[config.mk]
export PLATFORM = sky130hd
export DESIGN_NAME = cc_miss_request_ctrl
export DESIGN_NICKNAME = d
export VERILOG_FILES = /design/src/rtl/cc_pkg.sv /design/src/rtl/cc_outstanding_counter.sv /design/src/rtl/cc_miss_request_ctrl.sv
export SDC_FILE = /design/constraint.sdc
export NUM_CORES = 1
export LEC_CHECK = 0
export BUFFER_PORTS_ARGS = -buffer_cell sky130_fd_sc_hd__buf_2
export CAP_MARGIN = 10
export CELL_PAD_IN_SITES_DETAIL_PLACEMENT = 1
export CELL_PAD_IN_SITES_GLOBAL_PLACEMENT = 1
export CORE_MARGIN = 5
export CORE_UTILIZATION = 29
export CTS_CLUSTER_DIAMETER = 200
export DETAILED_ROUTE_END_ITERATION = 16
export GPL_ROUTABILITY_DRIVEN = 0
export HOLD_SLACK_MARGIN = 0.05
export PLACE_DENSITY = 0.88
export SETUP_SLACK_MARGIN = 0.5
export SYNTH_ARGS = -nofsm -noshare
export SYNTH_HDL_FRONTEND = slang
export SYNTH_HIERARCHICAL = 1
export SYNTH_SLANG_ARGS = --single-unit
[constraint.sdc]
create_clock -name clk -period 1.9 [get_ports clk]
set_input_delay 0.095 -clock clk [delete_from_list [all_inputs] [get_ports clk]]
set_output_delay 0.095 -clock clk [all_outputs]
set_load 0.01 [all_outputs]
[src/rtl/cc_pkg.sv]
// Shared constants and types for the cache controller refill path.
// AXI encodings used for line refills and the miss-request FSM state type.
package cc_pkg;

    localparam int          LINE_BEATS     = 8;
    localparam logic [1:0]  AXI_BURST_WRAP = 2'b10;
    localparam logic [2:0]  AXI_SIZE_8B    = 3'b011;
    localparam logic [3:0]  AXI_ARLEN_LINE = 4'(LINE_BEATS - 1);

    typedef enum logic {
        IDLE   = 1'b0,
        AR_REQ = 1'b1
    } miss_ctrl_state_t;

    // Critical-word-first: the burst starts at the 8-byte beat holding the missing word.
    function automatic logic [31:0] beat_base(input logic [31:0] addr);
        return {addr[31:3], 3'b000};
    endfunction

endpackage

[src/rtl/cc_outstanding_counter.sv]
// Counts refill bursts issued on AR but not yet closed by an R-channel last beat.
// Simultaneous issue and completion leave the count unchanged; the count saturates at 0 and MAX.
module cc_outstanding_counter #(
    parameter int MAX_OUTSTANDING = 4,
    parameter int CNT_W           = $clog2(MAX_OUTSTANDING + 1)
) (
    input  logic             clk,
    input  logic             rst_n,
    input  logic             inc_i,
    input  logic             dec_i,
    output logic [CNT_W-1:0] count_o
);

    localparam logic [CNT_W-1:0] MAX_CNT = CNT_W'(MAX_OUTSTANDING);

    logic [CNT_W-1:0] r_count;

    // A stray rlast with nothing in flight must not wrap the count.
    always_ff @(posedge clk) begin
        if (!rst_n) begin
            r_count <= '0;
        end else if (inc_i && !dec_i && (r_count != MAX_CNT)) begin
            r_count <= r_count + CNT_W'(1);
        end else if (dec_i && !inc_i && (r_count != '0)) begin
            r_count <= r_count - CNT_W'(1);
        end
    end

    assign count_o = r_count;

endmodule

[src/rtl/cc_miss_request_ctrl.sv]
// Accepts one cache miss at a time, pushes its address to the fill FIFO and issues a WRAP line burst on AR.
// Accept is combinational in IDLE; arvalid follows one cycle later; FIFO-full or a full outstanding count holds the miss.
module cc_miss_request_ctrl
    import cc_pkg::*;
#(
    parameter int MAX_OUTSTANDING = 4,
    parameter int CNT_W           = $clog2(MAX_OUTSTANDING + 1)
) (
    input  logic             clk,
    input  logic             rst_n,
    input  logic             miss_req_i,
    input  logic [31:0]      miss_addr_i,
    output logic             miss_ack_o,
    input  logic             miss_addr_fifo_full_i,
    output logic             miss_addr_fifo_wren_o,
    output logic [31:0]      miss_addr_fifo_wdata_o,
    output logic             mem_arvalid_o,
    input  logic             mem_arready_i,
    output logic [31:0]      mem_araddr_o,
    output logic [3:0]       mem_arlen_o,
    output logic [2:0]       mem_arsize_o,
    output logic [1:0]       mem_arburst_o,
    input  logic             mem_rvalid_i,
    input  logic             mem_rready_i,
    input  logic             mem_rlast_i,
    output logic [CNT_W-1:0] outstanding_o
);

    localparam logic [CNT_W-1:0] MAX_CNT = CNT_W'(MAX_OUTSTANDING);

    miss_ctrl_state_t r_state;
    logic             r_arvalid;
    logic [31:0]      r_araddr;
    logic [CNT_W-1:0] w_outstanding;
    logic             w_accept;
    logic             w_ar_hs;
    logic             w_burst_done;

    // Gating on the registered count is safe: only one AR can be pending at a time.
    assign w_accept     = (r_state == IDLE) && miss_req_i && !miss_addr_fifo_full_i
                          && (w_outstanding < MAX_CNT);
    assign w_ar_hs      = r_arvalid && mem_arready_i;
    assign w_burst_done = mem_rvalid_i && mem_rready_i && mem_rlast_i;

    always_ff @(posedge clk) begin
        if (!rst_n) begin
            r_state   <= IDLE;
            r_arvalid <= 1'b0;
            r_araddr  <= '0;
        end else begin
            case (r_state)
                IDLE: begin
                    if (w_accept) begin
                        r_state   <= AR_REQ;
                        r_arvalid <= 1'b1;
                        r_araddr  <= beat_base(miss_addr_i);
                    end
                end
                AR_REQ: begin
                    if (w_ar_hs) begin
                        r_state   <= IDLE;
                        r_arvalid <= 1'b0;
                    end
                end
                default: begin
                    r_state   <= IDLE;
                    r_arvalid <= 1'b0;
                end
            endcase
        end
    end

    cc_outstanding_counter #(
        .MAX_OUTSTANDING (MAX_OUTSTANDING),
        .CNT_W           (CNT_W)
    ) u_outstanding (
        .clk     (clk),
        .rst_n   (rst_n),
        .inc_i   (w_ar_hs),
        .dec_i   (w_burst_done),
        .count_o (w_outstanding)
    );

    // The FIFO push happens in the accept cycle, ahead of AR, so the fill unit never sees data before its address.
    assign miss_ack_o             = w_accept;
    assign miss_addr_fifo_wren_o  = w_accept;
    assign miss_addr_fifo_wdata_o = miss_addr_i;

    assign mem_arvalid_o = r_arvalid;
    assign mem_araddr_o  = r_araddr;
    assign mem_arlen_o   = AXI_ARLEN_LINE;
    assign mem_arsize_o  = AXI_SIZE_8B;
    assign mem_arburst_o = AXI_BURST_WRAP;
    assign outstanding_o = w_outstanding;

endmodule

; ---- After elaboration in Yosys (flattened, before gate mapping)
; Index checks and enable logic that the tools add are counted.
[totals]
mem_count = 0
ram_bits = 0
register_bits = 34
latchBits = 0
output_inout_bits = 79
mem_bits_ro = 0
in_bits = 40
[op_classes]
n_bitwise = 1
shifts = 0
addsub = 2
eq_ne = 3
magnitude_cmp = 1
div = 0
multipliers = 0
muxes = 8
n_reduce_logical = 17
[ops]
columns = cell, n
row1 = 1-bit logical AND, 10
row2 = 3-bit two-way mux, 2
row3 = 1-bit two-way mux, 4
row4 = 1-bit one-hot mux with 2 select lines, 2
row5 = 2-bit AND reduction, 2
row6 = "3-bit by 1-bit adder with 3-bit output, second input constant", 1
row7 = 1-bit zero test, 3
row8 = "3-bit less-than comparator, second input constant", 1
row9 = "3-bit != test, second input constant", 1
row10 = 3-bit nonzero test, 1
row11 = "3-bit by 1-bit subtractor with 3-bit output, second input constant", 1
row12 = "2-bit by 1-bit != test with 1-bit output, second input constant", 1
row13 = "2-bit != test, second input constant", 1
row14 = 2-bit nonzero test, 1
row15 = 1-bit inverter, 1

; ---- Depth between registers and ports, before layout
[logic_depth]
ltp_word = 6
mapped_depth = 7

; ---- Hierarchy
; Netlist, hierarchy kept.
[by_module_without_submodules]
columns = mod, seq_area_each_um2, n_inst, area_each_um2, cells_per_inst
row1 = cc_miss_request_ctrl, 620.6, 1, 1600.3, 182
row2 = cc_outstanding_counter, 60.1, 1, 214.0, 23

; ---- Least setup slack after synthesis
; Ideal clock, no wire load.
[synth_timing]
path_kind = register to register
from = reg u_outstanding.r_count[0] (netlist: u_outstanding/count_o[0])
to = reg u_outstanding.r_count[2] (netlist: u_outstanding/count_o[2])
setup_slack_ps = 176
period_less_slack_ps = 1724
path_buffers = 0
t_arrival_ps = 1602
t_required_ps = 1778
stages_incl_launch_ff = 7
cell_sequence = dfxtp_1 nor2_1 nand2_1 nand3b_1 fa_1 and3b_1 o311a_1
[synth_via]
elab_chain_len = 3
word_cells_on_any_way = 9
cone_classes = 2 x add/sub / 1 x eq/ne / 2 x mux / 4 x reduce/logical
[synth_lines]
columns = element, line_no
row1 = start: declaration, cc_outstanding_counter.sv:16  ; logic [CNT_W-1:0] r_count;
row2 = start signal: assignment, cc_outstanding_counter.sv:23  ; r_count <= r_count + CNT_W'(1);
row3 = start signal: assignment, cc_outstanding_counter.sv:25  ; r_count <= r_count - CNT_W'(1);
row4 = "3-bit by 1-bit subtractor with 3-bit output, or another cell as far along", cc_outstanding_counter.sv:25
row5 = "3-bit two-way mux, or another cell as far along", cc_outstanding_counter.sv:24  ; end else if (dec_i && !inc_i && (r_count != '0)) begin
row6 = 3-bit two-way mux / 2-bit nonzero test (equally long branches), --
; Several ways; a longest one is shown, not always the timed one. The select of a mux whose other input is x is not followed.
; A chain may end at the register's enable or synchronous reset.

; ---- Worst setup path in the final report
[layout_timing]
from = reg r_arvalid (netlist: mem_arvalid_o)
to = reg u_outstanding.r_count[2] (netlist: u_outstanding/count_o[2])
[layout_via]
elab_chain_len = 5
word_cells_on_any_way = 8
cone_classes = 1 x mux / 7 x reduce/logical
[layout_lines]
columns = element, line_no
row1 = start: declaration, cc_miss_request_ctrl.sv:32  ; logic r_arvalid;
row2 = start signal: assignment, cc_miss_request_ctrl.sv:48  ; r_arvalid <= 1'b0;
row3 = start signal: assignment, cc_miss_request_ctrl.sv:55  ; r_arvalid <= 1'b1;
row4 = start signal: assignment, cc_miss_request_ctrl.sv:62  ; r_arvalid <= 1'b0;
row5 = 1-bit logical AND (*), cc_miss_request_ctrl.sv:42  ; assign w_ar_hs = r_arvalid && mem_arready_i;
row6 = named net w_ar_hs, cc_miss_request_ctrl.sv:36  ; logic w_ar_hs;
row7 = 1-bit zero test, cc_outstanding_counter.sv:24
row8 = 1-bit logical AND (2 in series), cc_outstanding_counter.sv:24
row9 = 2-bit nonzero test (no line), --
; Mark *: on every way through the listed nets, which the timed path passes. The rest lies on a longest branch.

==> flow_summary_export.csv <==
group,metric,value,unit
run_status,status,"completed",
yosys,seq_area_frac_synth,0.375,
clock_tree,cts_tree,"done",
worst_setup_path,critPathRequiredTime,2.06,ns
final_layout,num-nets-final,317,
clock_tree,cts.sinks,34,
timing,period_needed,1.58,ns
drt,wl_met2,2470,um
clock_tree,cts_buffers,5,
min_path,hp-class,"input port to register",
timing,timing.final.crit_share,0.833,
timing,hold_violations,0,
timing,rsz0062_at_grt,"true",
clock_tree,cts_max_level,2,
die,num_rows,28,
placed_design,placed_cells,338,
final_layout,synthToLayoutAreaGrowth,23.9,%
power,p_per_area,753,nW/um^2
placed_design,io_buffer_count,100,
timing,finClkSkew,0.00433,ns
global_route,grt_pass1_vias,1618,
power,power.leakage,1.15,nW
die,io_pins,119,
die,die-area,7940,um^2
global_route,grt_max_degree,35,
final_layout,finalNonFillerCells,352,
yosys,async_flop_share,0,
final_layout,diodes,0,
yosys,ys_seq_elements,34,
yosys,synth_area,1810,um^2
timing,finalMaxSlewViolations,0,
die,die_h,89.1,um
worst_setup_path,cpMaxStageDelayCell,"fa_2",
timing,tightest_slew,0.589,ns
clock_tree,clk_latency,0.28,ns
yosys,yosys_warnings,6,
global_route,antenna_found_initial,0,
worst_setup_path,cp_num_buf_inv,0,
timing,fin_tns_setup,0,ns
drt,dr.pass1.iters,4,
clock_tree,cts-root-buf,"clkbuf_8",
global_route,grt_first_pass_wirelength,7270,um
drt,wl_met1,1600,um
yosys,synth_edf_count,0,
timing,max_freq,0.632,GHz
timing,finalSetupViolCount,0,
drt,finalWirelength,4570,um
drt,num_vias,1522,
worst_setup_path,arrival,1.75,ns
flow_run,cap_violations,0,
clock_tree,cts_buffer_depth,2,
yosys,syn_inst,205,
drt,vias_per_cell,4.32,
power,ir_worst_vdd,0.263,mV
drt,drt-wirelength-per-cell,13.0,um
drt,drtIter0Drc,20,
worst_setup_path,max_stage_delay,0.37,ns
worst_setup_path,endpoint_kind,"register",
final_layout,drive_gt1_frac,0.455,
worst_setup_path,critPathMaxFanout,3,
global_route,grt-ovfl-total,0,
worst_setup_path,startpoint_type,"register",
drt,top_layer_used,"met4",
die,start_util,0.303,
worst_setup_path,crit_type,"register to register",
placed_design,hpwlAfterDp,3590,um
yosys,netlist-cell-type-count,30,
yosys,ys.flop_type,"dfxtp_1",
die,fp.dieW,89.1,um
timing,relSlewSlack,0.607,
drt,drc,0,
global_route,grtUsageTotal,0.115,
worst_setup_path,path_cells,"and2_4 > nand3b_1 > fa_2 > and3b_1 > o311a_1",
die,core-area,5990,um^2
drt,ant_nets,0,
worst_setup_path,critPathTopFamily,"simple AND/OR/NAND/NOR gates",
yosys,avgSynthCellArea,8.85,um^2
drt,met3_length,479,um
clock_tree,clkTransAtPathRegs,0.07,ns
kinds of logic (layout without fill, tap and decap cells):
kind of cell	after synthesis	count (layout)	share of synthesized area
adders and majority gates	1	1	0.0110
DFF	34	34	0.375
AOI/OAI and AO/OA	9	9	0.0365
and+or+nand+nor	72	72	0.182
other	2	12	0.00414
xor gates and xnor gates	2	2	0.00966
buffers and inverters	56	118	0.221
muxes	29	29	0.160
final cells by class:
type / instances / area, um^2
clock buffers: 7 / 86.3
clock inverters: 1 / 5.00
fillers: 739 / 3740
inverters: 1 / 3.75
multi-input cells: 125 / 777
flip-flops and latches: 34 / 693
well taps: 75 / 93.8
repair buffers: 109 / 588
routing by layer:
metal / vias to the layer above / global-route usage
li1: 747 / -
met1: 712 / 0.109
met2: 61 / 0.232
met3: 2 / 0.0415
met4: 0 / 0.0244
met5: - / 0
cell usage after synthesis (all sizes together) (2+ instances only):
master | number | share of area
dfxtp | 34 | 0.38
buf | 48 | 0.20
nor3 | 2 | 0.0083
conb | 2 | 0.0041
nor4b | 2 | 0.018
mux2i | 29 | 0.16
o21a | 2 | 0.0083
o21ai | 2 | 0.0055
nand2 | 60 | 0.12
clkbuf | 7 | 0.014
per-stage QoR:
step           instance area, um^2  hold slack, ns  utilization  setup slack [ns]  total power, mW
4_1_cts                       2240          0.0534        0.374             0.301             1.73
3_3_place_gp                  2100           0.190        0.350             0.330             1.12
6_report                      2250          0.0627        0.375             0.317             1.69
3_5_place_dp                  2100           0.190        0.350             0.211             1.14
2_1_floorplan                 1870           0.226            -             0.359             1.05
5_1_grt                       2250          0.0688        0.375             0.220             1.79
worst reg2reg max path, cell delays in order (launching register included):
cell      delay (ns)
dfxtp_4         0.35
and2_4          0.13
nand3b_1        0.11
fa_2            0.37
and3b_1         0.21
o311a_1         0.30
final timing paths:
| path | startpoint | endpoint | slack (ns) | cells past startpoint |
|---|---|---|---|---|
| setup / recovery | mem_arvalid_o$_SDFFE_PN0P_ | u_outstanding/count_o[2]$_SDFFE_PN0P_ | 0.32 | 5 |
| hold / removal | miss_addr_i[10] | mem_araddr_o[10]$_SDFFE_PN0P_ | 0.06 | 3 |
| setup reg to reg | mem_arvalid_o$_SDFFE_PN0P_ | u_outstanding/count_o[2]$_SDFFE_PN0P_ | 0.32 | 5 |
| hold reg to reg | mem_araddr_o[15]$_SDFFE_PN0P_ | mem_araddr_o[15]$_SDFFE_PN0P_ | 0.45 | 2 |
registers in the layout, indices dropped and copies added (netlist names):
name and flops:
r_state 1, mem_araddr_o 29, mem_arvalid_o 1, u_outstanding/count_o 3
power by group:
group / total [mW] / switching (mW) / internal (mW)
clock: 0.559 / 0.267 / 0.293
sequential: 0.781 / 0.0243 / 0.757
combinational: 0.351 / 0.191 / 0.160
layout by cell type, fill, tap and decap left out, types with 2 or more instances in the layout:
cell	synthesis	final
buf_2	0	100
nand2_1	60	60
dfxtp_1	34	30
mux2i_1	29	29
conb_1	2	12
clkbuf_8	0	6
buf_4	45	6
dfxtp_4	0	3
o21a_1	2	2
buf_6	3	2
o21ai_0	2	2
repair_timing:
item | in CTS | in global routing
buffers inserted | 6 | 0
hold buffers | 0 | 0
pin swaps | 3 | 1
cloned | 0 | 0
setup endpoints to repair | 4 | 6
resized for setup | 3 | 1
No activity file was read; power rests on OpenSTA's default activity.
